`config.mk`:
```
export PLATFORM = sky130hd
export DESIGN_NAME = parking_lot_car_emulator
export DESIGN_NICKNAME = d
export VERILOG_FILES = /design/src/rtl/parking_lot_car_emulator.sv
export SDC_FILE = /design/constraint.sdc
export NUM_CORES = 1
export LEC_CHECK = 0
export CORE_AREA = 2 2 39 41
export DETAILED_ROUTE_END_ITERATION = 12
export DIE_AREA = 0 0 41 43
export DONT_BUFFER_PORTS = 1
export PLACE_DENSITY = 0.49
export SYNTH_ARGS = -nofsm -noshare
export SYNTH_HDL_FRONTEND = slang
export SYNTH_SLANG_ARGS = --single-unit
export TNS_END_PERCENT = 1
```
`constraint.sdc`:
```
create_clock -name clk -period 2.9 [get_ports clk]
set_input_delay 0.58 -clock clk [delete_from_list [all_inputs] [get_ports clk]]
set_output_delay 0.58 -clock clk [all_outputs]
set_load 0.05 [all_outputs]
```
`src/rtl/parking_lot_car_emulator.sv`:
```
// parking_lot_car_emulator: drives the two-beam pattern {A,B} of one car passing
// the lot gate (enter: 10,11,01,00 / exit: 01,11,10,00), each phase HOLD_CYCLES long.
// Optional feature macro: PARK_EMU_ABORT_EN adds the abort input / aborted pulse,
// letting a car back out part-way through the gate.
module parking_lot_car_emulator #(
    parameter int unsigned HOLD_CYCLES = 4
) (
    input  logic       clk,
    input  logic       reset_n,
    input  logic       start,
    input  logic       dir,
    output logic [1:0] x,
    output logic       busy,
    output logic       done
`ifdef PARK_EMU_ABORT_EN
    ,
    input  logic       abort,
    output logic       aborted
`endif
);

    localparam int unsigned CNT_W = $clog2(HOLD_CYCLES + 1);
    localparam logic [CNT_W-1:0] CNT_LAST = CNT_W'(HOLD_CYCLES - 1);

    typedef enum logic [2:0] {
        IDLE = 3'd0,
        PH1  = 3'd1,
        PH2  = 3'd2,
        PH3  = 3'd3,
        GAP  = 3'd4
    } state_t;

    state_t           state_q, state_d;
    logic [CNT_W-1:0] cnt_q, cnt_d;
    logic             dir_q, dir_d;
    logic [1:0]       x_q, x_d;
    logic             busy_q, busy_d;
    logic             done_q, done_d;
    logic             phase_end;
`ifdef PARK_EMU_ABORT_EN
    logic             abrt_q, abrt_d;
    logic             aborted_q, aborted_d;
`endif

    // Beam pattern shown while in a given phase; GAP and IDLE leave both beams clear.
    function automatic logic [1:0] phase_pattern(input state_t s, input logic d);
        case (s)
            PH1:     return d ? 2'b10 : 2'b01;
            PH2:     return 2'b11;
            PH3:     return d ? 2'b01 : 2'b10;
            default: return 2'b00;
        endcase
    endfunction

    // Next-state, phase counter and registered-output computation.
    always_comb begin
        state_d   = state_q;
        dir_d     = dir_q;
        done_d    = 1'b0;
        phase_end = (cnt_q == CNT_LAST);
`ifdef PARK_EMU_ABORT_EN
        abrt_d    = abrt_q;
        aborted_d = 1'b0;
`endif
        case (state_q)
            IDLE: begin
                if (start) begin
                    state_d = PH1;
                    dir_d   = dir;
`ifdef PARK_EMU_ABORT_EN
                    abrt_d  = 1'b0;
`endif
                end
            end
            PH1: begin
`ifdef PARK_EMU_ABORT_EN
                // A car backing out during PH1 has not yet blocked both beams.
                if (abort && !abrt_q) begin
                    state_d = GAP;
                    abrt_d  = 1'b1;
                end else if (phase_end) begin
                    state_d = abrt_q ? GAP : PH2;
                end
`else
                if (phase_end) state_d = PH2;
`endif
            end
            PH2: begin
`ifdef PARK_EMU_ABORT_EN
                if (abort && !abrt_q) begin
                    state_d = PH1;
                    abrt_d  = 1'b1;
                end else if (phase_end) begin
                    state_d = abrt_q ? PH1 : PH3;
                end
`else
                if (phase_end) state_d = PH3;
`endif
            end
            PH3: begin
`ifdef PARK_EMU_ABORT_EN
                if (abort && !abrt_q) begin
                    state_d = PH2;
                    abrt_d  = 1'b1;
                end else if (phase_end) begin
                    state_d = GAP;
                end
`else
                if (phase_end) state_d = GAP;
`endif
            end
            GAP: begin
                if (phase_end) begin
                    state_d = IDLE;
`ifdef PARK_EMU_ABORT_EN
                    done_d    = !abrt_q;
                    aborted_d = abrt_q;
`else
                    done_d    = 1'b1;
`endif
                end
            end
            default: state_d = IDLE;
        endcase

        // Counter restarts on every state change and rests at zero in IDLE.
        if (state_d != state_q || state_d == IDLE) cnt_d = '0;
        else                                        cnt_d = cnt_q + CNT_W'(1);

        x_d    = phase_pattern(state_d, dir_d);
        busy_d = (state_d != IDLE);
    end

    // State, counter and output registers; async reset clears beams immediately.
    always_ff @(posedge clk or negedge reset_n) begin
        if (!reset_n) begin
            state_q   <= IDLE;
            cnt_q     <= '0;
            dir_q     <= 1'b0;
            x_q       <= 2'b00;
            busy_q    <= 1'b0;
            done_q    <= 1'b0;
`ifdef PARK_EMU_ABORT_EN
            abrt_q    <= 1'b0;
            aborted_q <= 1'b0;
`endif
        end else begin
            state_q   <= state_d;
            cnt_q     <= cnt_d;
            dir_q     <= dir_d;
            x_q       <= x_d;
            busy_q    <= busy_d;
            done_q    <= done_d;
`ifdef PARK_EMU_ABORT_EN
            abrt_q    <= abrt_d;
            aborted_q <= aborted_d;
`endif
        end
    end

    assign x    = x_q;
    assign busy = busy_q;
    assign done = done_q;
`ifdef PARK_EMU_ABORT_EN
    assign aborted = aborted_q;
`endif

endmodule

```
==> results.sh, run 1 <==
export IMPL_start_util_pct=34.6
export IMPL_worst_ep_arrival_time_ps=1920
export IMPL_syn_num_nets=47
export IMPL_p_leak_nw=0.257
export IMPL_dr_pass1_iters=2
export IMPL_ys_types=18
export IMPL_clock_path_buffers=2
export IMPL_rsz0062_at_grt="false"
export IMPL_max_stage_delay_ps=380
export IMPL_finClkSkew_ps=5.01
export IMPL_clock_fmax_ghz=0.576
export IMPL_ys_warnings_count=0
export IMPL_insertion_delay_ps=260
export IMPL_cp_top_family="multiplexers"
export IMPL_numCtsBuffers=3
export IMPL_clock_root_buffer="clkbuf_4"
export IMPL_io_buffer_count=0
export IMPL_worst_pin_slew_ps=449
export IMPL_cpMostUsedCell="ha_1"
export IMPL_cts_clk_slew_worst_paths_ps=60
export IMPL_final_setup_viol_count=0
export IMPL_crit_path_cell_trace="ha_1, ha_1, mux2_1, o21ai_2, inv_2, nand2_1, mux2i_1"
export IMPL_cts_sinks=11
export IMPL_ant_nets=0
export IMPL_utilization_pct=39.4
export IMPL_synth_seq_cells=11
export IMPL_htree_num_levels=1
export IMPL_crit_type="flip-flop to flip-flop"
export IMPL_dp_hpwl_um=568
export IMPL_synth_cells=41
export IMPL_min_delay_path_class="flip-flop to flip-flop"
export IMPL_seq_area_frac_synth_pct=57.4
export IMPL_power_density_nw_per_um2=1180
export IMPL_cts_setup_buffers=0
export IMPL_critPathMaxFanout=6
export IMPL_vias=303
export IMPL_placementRows=14
export IMPL_regArea_um2=275
export IMPL_crit_path_end_kind="flip-flop"
export IMPL_die_w_um=41
export IMPL_setup_tns_ps=0
export IMPL_max_cap_violations=0
export IMPL_gp_congestion=0.742
export IMPL_die_area_um2=1760
export IMPL_drc=0
export IMPL_start_kind="flip-flop"
export IMPL_die_y_um=43
export IMPL_maxSlewHeadroom_pct=70.1
export IMPL_ioPinCount=8
export IMPL_slowest_stage="dfrtp_1"
export IMPL_via_per_inst=4.81
export IMPL_cts_tree="yes"
export IMPL_grt_pass1_wl_mm=1.37
export IMPL_grt_max_degree=8
export IMPL_hold_violations=0
export IMPL_finalCritPeriodShare_pct=59.9
export IMPL_nFillCells=139
export IMPL_grt_pass1_vias=314
export IMPL_min_period_ps=1740
export IMPL_layout_nets=54
export IMPL_routed_wl_um=734
export IMPL_antenna_found_initial=0
export IMPL_wl_per_cell_um=11.7
export IMPL_report_final_slew_viol_count=0
export IMPL_coreArea_um2=1380
export IMPL_drtIter0Drc=1
export IMPL_avgSynthCellArea_um2=11.7
export IMPL_antenna_cells=0
export IMPL_drive_gt1_share_pct=17.0
export IMPL_path_buf_inv=1
export IMPL_worst_endpoint_required_ps=3080
export IMPL_area_growth_pct=13.8
export IMPL_overflow=0
export IMPL_syn_area_um2=479
export IMPL_peakVddDrop_mv=0.438
export IMPL_grtUsageTotal_pct=12.2
export IMPL_status="finished clean"
export IMPL_multi_input_area_um2=181
## repair_timing
action	CTS	global route
hold buffers	1	1
setup endpoints to repair	0	0
hold endpoints to repair	5	6
resized for setup	0	0
## cell usage after synthesis
cell	number	area share, %
o32ai_1	1	1.8
ha_1	2	5.2
and3_2	1	1.6
nor2_1	4	3.1
mux2_1	1	2.3
nand2_1	3	2.3
nor2_2	1	1.3
o21ai_2	1	1.8
dfrtp_1	11	57
inv_2	1	0.78
nor4b_2	1	3.1
or2_1	1	1.3
inv_1	5	3.9
a21oi_1	1	1.0
nand2b_1	1	1.3
xnor2_1	2	3.7
nand3b_1	1	1.6
mux2i_1	3	6.3
## per-stage QoR
stage / total power [mW] / cells / setup slack, ps / cell area, µm² / hold slack, ps
floorplan: 0.501 / 41 / 1310 / 479 / 284
global placement: 0.538 / 57 / 1200 / 499 / 285
detailed placement: 0.549 / 57 / 1150 / 499 / 285
CTS: 0.654 / 62 / 1140 / 536 / 0.406
global route: 0.706 / 63 / 1050 / 546 / 461
finish: 0.644 / 63 / 1160 / 546 / 434
## flip-flops by register name, indices dropped and copies added, names as in the netlist
register  cells
state_q       3
busy          1
dir_q         1
x             2
cnt_q         3
done          1
## cell families after synthesis
| logic type | after synthesis | synth area share [%] |
|---|---|---|
| muxes | 4 | 8.62 |
| and+or+nand+nor | 13 | 15.7 |
| adders and majority gates | 2 | 5.22 |
| xor gates and xnor gates | 2 | 3.66 |
| DFF | 11 | 57.4 |
| AOI/OAI and AO/OA | 3 | 4.70 |
| buffers and inverters | 6 | 4.70 |
## layout make-up
type / count / area share [%]
clock buffer: 4 / 4.82
sequential: 11 / 50.5
inverter: 6 / 4.13
timing repair buffer: 2 / 3.67
tap: 16 / 3.67
multi-input combinational: 24 / 33.3
## layout by cell type, fill, tap and decap left out, types with 2 or more instances in the layout
cell type / count
dfrtp_1: 11
inv_1: 5
nor2_1: 4
nand2_1: 3
mux2i_1: 3
clkbuf_4: 3
xnor2_1: 2
ha_1: 2
dlygate4sd3_1: 2
## per-layer routing
layer / up-vias / track usage (%) / wire length (µm)
li1: 146 / - / -
met1: 152 / 15.8 / 314
met2: 5 / 16.3 / 392
met3: 0 / 4.71 / 26
met4: 0 / 8.00 / 0
met5: - / 0 / 0
## power by group
group	leakage (nW)	switching, mW	internal [mW]
clock	0.0150	0.0484	0.0531
combinational	0.109	0.120	0.0988
sequential	0.133	0.108	0.216
## final timing paths
kind / startpoint / to / slack (ps) / depth (start not counted)
worst max register to register: cnt_q[0]$_DFF_PN0_ / x[0]$_DFF_PN0_ / 1160 / 7
min in group asynchronous: reset_n / busy$_DFF_PN0_ / 590 / 1
worst min register to register: cnt_q[0]$_DFF_PN0_ / cnt_q[0]$_DFF_PN0_ / 430 / 1
max in group asynchronous: reset_n / x[0]$_DFF_PN0_ / 2060 / 1
worst max-delay path: cnt_q[0]$_DFF_PN0_ / x[0]$_DFF_PN0_ / 1160 / 7
worst min-delay path: cnt_q[0]$_DFF_PN0_ / cnt_q[0]$_DFF_PN0_ / 430 / 1
Note: power is estimated with default switching activity, not from simulation.
==> run 2, diff against run 1 <==
==> constraint.sdc (replaced) <==
create_clock -name clk -period 1.65 [get_ports clk]
set_input_delay 0.33 -clock clk [delete_from_list [all_inputs] [get_ports clk]]
set_output_delay 0.33 -clock clk [all_outputs]
set_load 0.05 [all_outputs]
==> run 2 against run 1 <==
Total power up 100%. Cell count up 3.2%. Clock power up 80%. Via count up 2.0%. Setup slack worse by 1100 ps. Largest cell class unchanged. Sequential power up 80%. Critical path type unchanged. Register-to-register slack worse by 1100 ps. First-iteration DRC count up 100%.
==> results.sh, run 2 (synthesis gave the netlist of run 1 again) <==
export IMPL_status="finished clean"
export IMPL_die_area_um2=1760
export IMPL_placementRows=14
export IMPL_gp_congestion=0.735
export IMPL_power_density_nw_per_um2=2180
export IMPL_min_delay_path_class="input pin to flip-flop"
export IMPL_dp_hpwl_um=578
export IMPL_wl_per_cell_um=13.8
export IMPL_ioPinCount=8
export IMPL_die_y_um=43
export IMPL_grt_pass1_vias=329
export IMPL_reg2reg_depth=7
export IMPL_finClkSkew_ps=1.93
export IMPL_start_util_pct=34.6
export IMPL_final_common_cell="dfrtp_1"
export IMPL_drive_gt1_share_pct=34.7
export IMPL_routed_wl_um=898
export IMPL_clock_path_buffers=2
export IMPL_place_area_um2=507
export IMPL_hold_violations=0
export IMPL_min_period_ps=1570
export IMPL_finalCritPeriodShare_pct=95.3
export IMPL_cts_clk_slew_worst_paths_ps=70
export IMPL_worst_ep_arrival_time_ps=1760
export IMPL_fin_area_um2=597
export IMPL_power_mw=1.30
export IMPL_p_leak_nw=0.273
export IMPL_final_setup_viol_count=0
export IMPL_clock_fmax_ghz=0.636
export IMPL_ant_nets=0
export IMPL_max_cap_violations=0
export IMPL_drc=0
export IMPL_vias=309
export IMPL_antenna_found_initial=0
export IMPL_htree_num_levels=1
export IMPL_r2r_end="x[0]$_DFF_PN0_"
export IMPL_grtUsageTotal_pct=12.4
export IMPL_mostFrequentLayoutCells="11 x dfrtp_1, 5 x inv_1, 4 x nor2_1"
export IMPL_numCtsBuffers=3
export IMPL_peakVddDrop_mv=0.653
export IMPL_antenna_cells=0
export IMPL_r2r_start="cnt_q[0]$_DFF_PN0_"
export IMPL_startpoint="cnt_q[0]$_DFF_PN0_"
export IMPL_start_kind="flip-flop"
export IMPL_cts_sinks=11
export IMPL_maxSlewHeadroom_pct=66.5
export IMPL_cts_tree="yes"
export IMPL_via_per_inst=4.75
export IMPL_coreArea_um2=1380
export IMPL_layout_nets=56
export IMPL_die_w_um=41
export IMPL_insertion_delay_ps=270
export IMPL_critPathMaxFanout=3
export IMPL_crit_type="flip-flop to flip-flop"
export IMPL_grt_max_degree=12
export IMPL_overflow=0
export IMPL_clock_root_buffer="clkbuf_4"
export IMPL_grt_pass1_wl_mm=1.35
export IMPL_io_buffer_count=0
export IMPL_crit_path_end_kind="flip-flop"
export IMPL_dr_pass1_iters=4
export IMPL_worst_pin_slew_ps=500
export IMPL_worst_endpoint_required_ps=1840
export IMPL_area_growth_pct=24.5
export IMPL_crit_path_end="x[0]$_DFF_PN0_"
export IMPL_report_final_slew_viol_count=0
export IMPL_rrSetupSlack_ps=80
export IMPL_drtIter0Drc=2
## run 2: changes by cell type in the layout (fill, tap and decap cells not counted), moves of 2 or more
cell     before  now
buf_4         0    2
nand2_2       0    2
nand2_1       3    1
ha_1          2    0
## run 2: per-layer routing
| metal | share of wire [%] | routed length (µm) | track usage [%] |
|---|---|---|---|
| met5 | 0 | 0 | 0 |
| met4 | 2.3 | 21 | 10.0 |
| met3 | 3.0 | 27 | 4.71 |
| met2 | 55 | 498 | 18.4 |
| met1 | 39 | 351 | 13.1 |
## run 2: metrics by stage
| step | hold WS [ps] | util, % | setup TNS, ps | instances | setup WS [ps] |
|---|---|---|---|---|---|
| after floorplan | 34.4 | - | 0 | 41 | 55.7 |
| after global placement | 34.7 | 36.6 | -13.2 | 58 | -13.2 |
| after detailed placement | 34.7 | 36.6 | -59.2 | 58 | -59.2 |
| after CTS | 251 | 41.0 | 0 | 65 | 18.4 |
| after global routing | 260 | 43.1 | -18.0 | 65 | -18.0 |
| final | 270 | 43.1 | 0 | 65 | 77.3 |
## run 2: repair_timing
item,CTS,global route
gates cloned,0,0
endpoints found under the setup margin,1,1
hold buffers,1,0
gates resized for setup,3,6
pin swaps,1,3
buffers inserted,2,0
endpoints found under the hold margin,11,0
## run 2: how the worst min path moves through the flow
stage                     startpoint              end  depth (start not counted)
final                            dir  dir_q$_DFF_PN0_                          2
after global routing             dir  dir_q$_DFF_PN0_                          2
after CTS                        dir  dir_q$_DFF_PN0_                          2
after detailed placement     reset_n   done$_DFF_PN0_                          0
after global placement       reset_n   done$_DFF_PN0_                          0
after floorplan              reset_n   busy$_DFF_PN0_                          0
## run 2: critical path, stage by stage (launching register included)
cell,delay (ps)
dfrtp_1,380
ha_2,200
ha_4,170
mux2_4,270
o21ai_4,170
inv_2,60
nand2_2,60
mux2i_1,190
## run 2: final cells by class
type                    count  area (µm²)
fillers                   134         787
flip-flops and latches     11         275
multi-input cells          24         216
repair buffers              4        36.3
clock buffers               4        26.3
inverters                   6        22.5
well taps                  16        20.0
## run 2: power by group
group / switching (mW) / internal, mW / total [mW]
sequential: 0.203 / 0.380 / 0.583
clock: 0.0880 / 0.0936 / 0.182
combinational: 0.264 / 0.270 / 0.534
total: 0.556 / 0.743 / 1.30
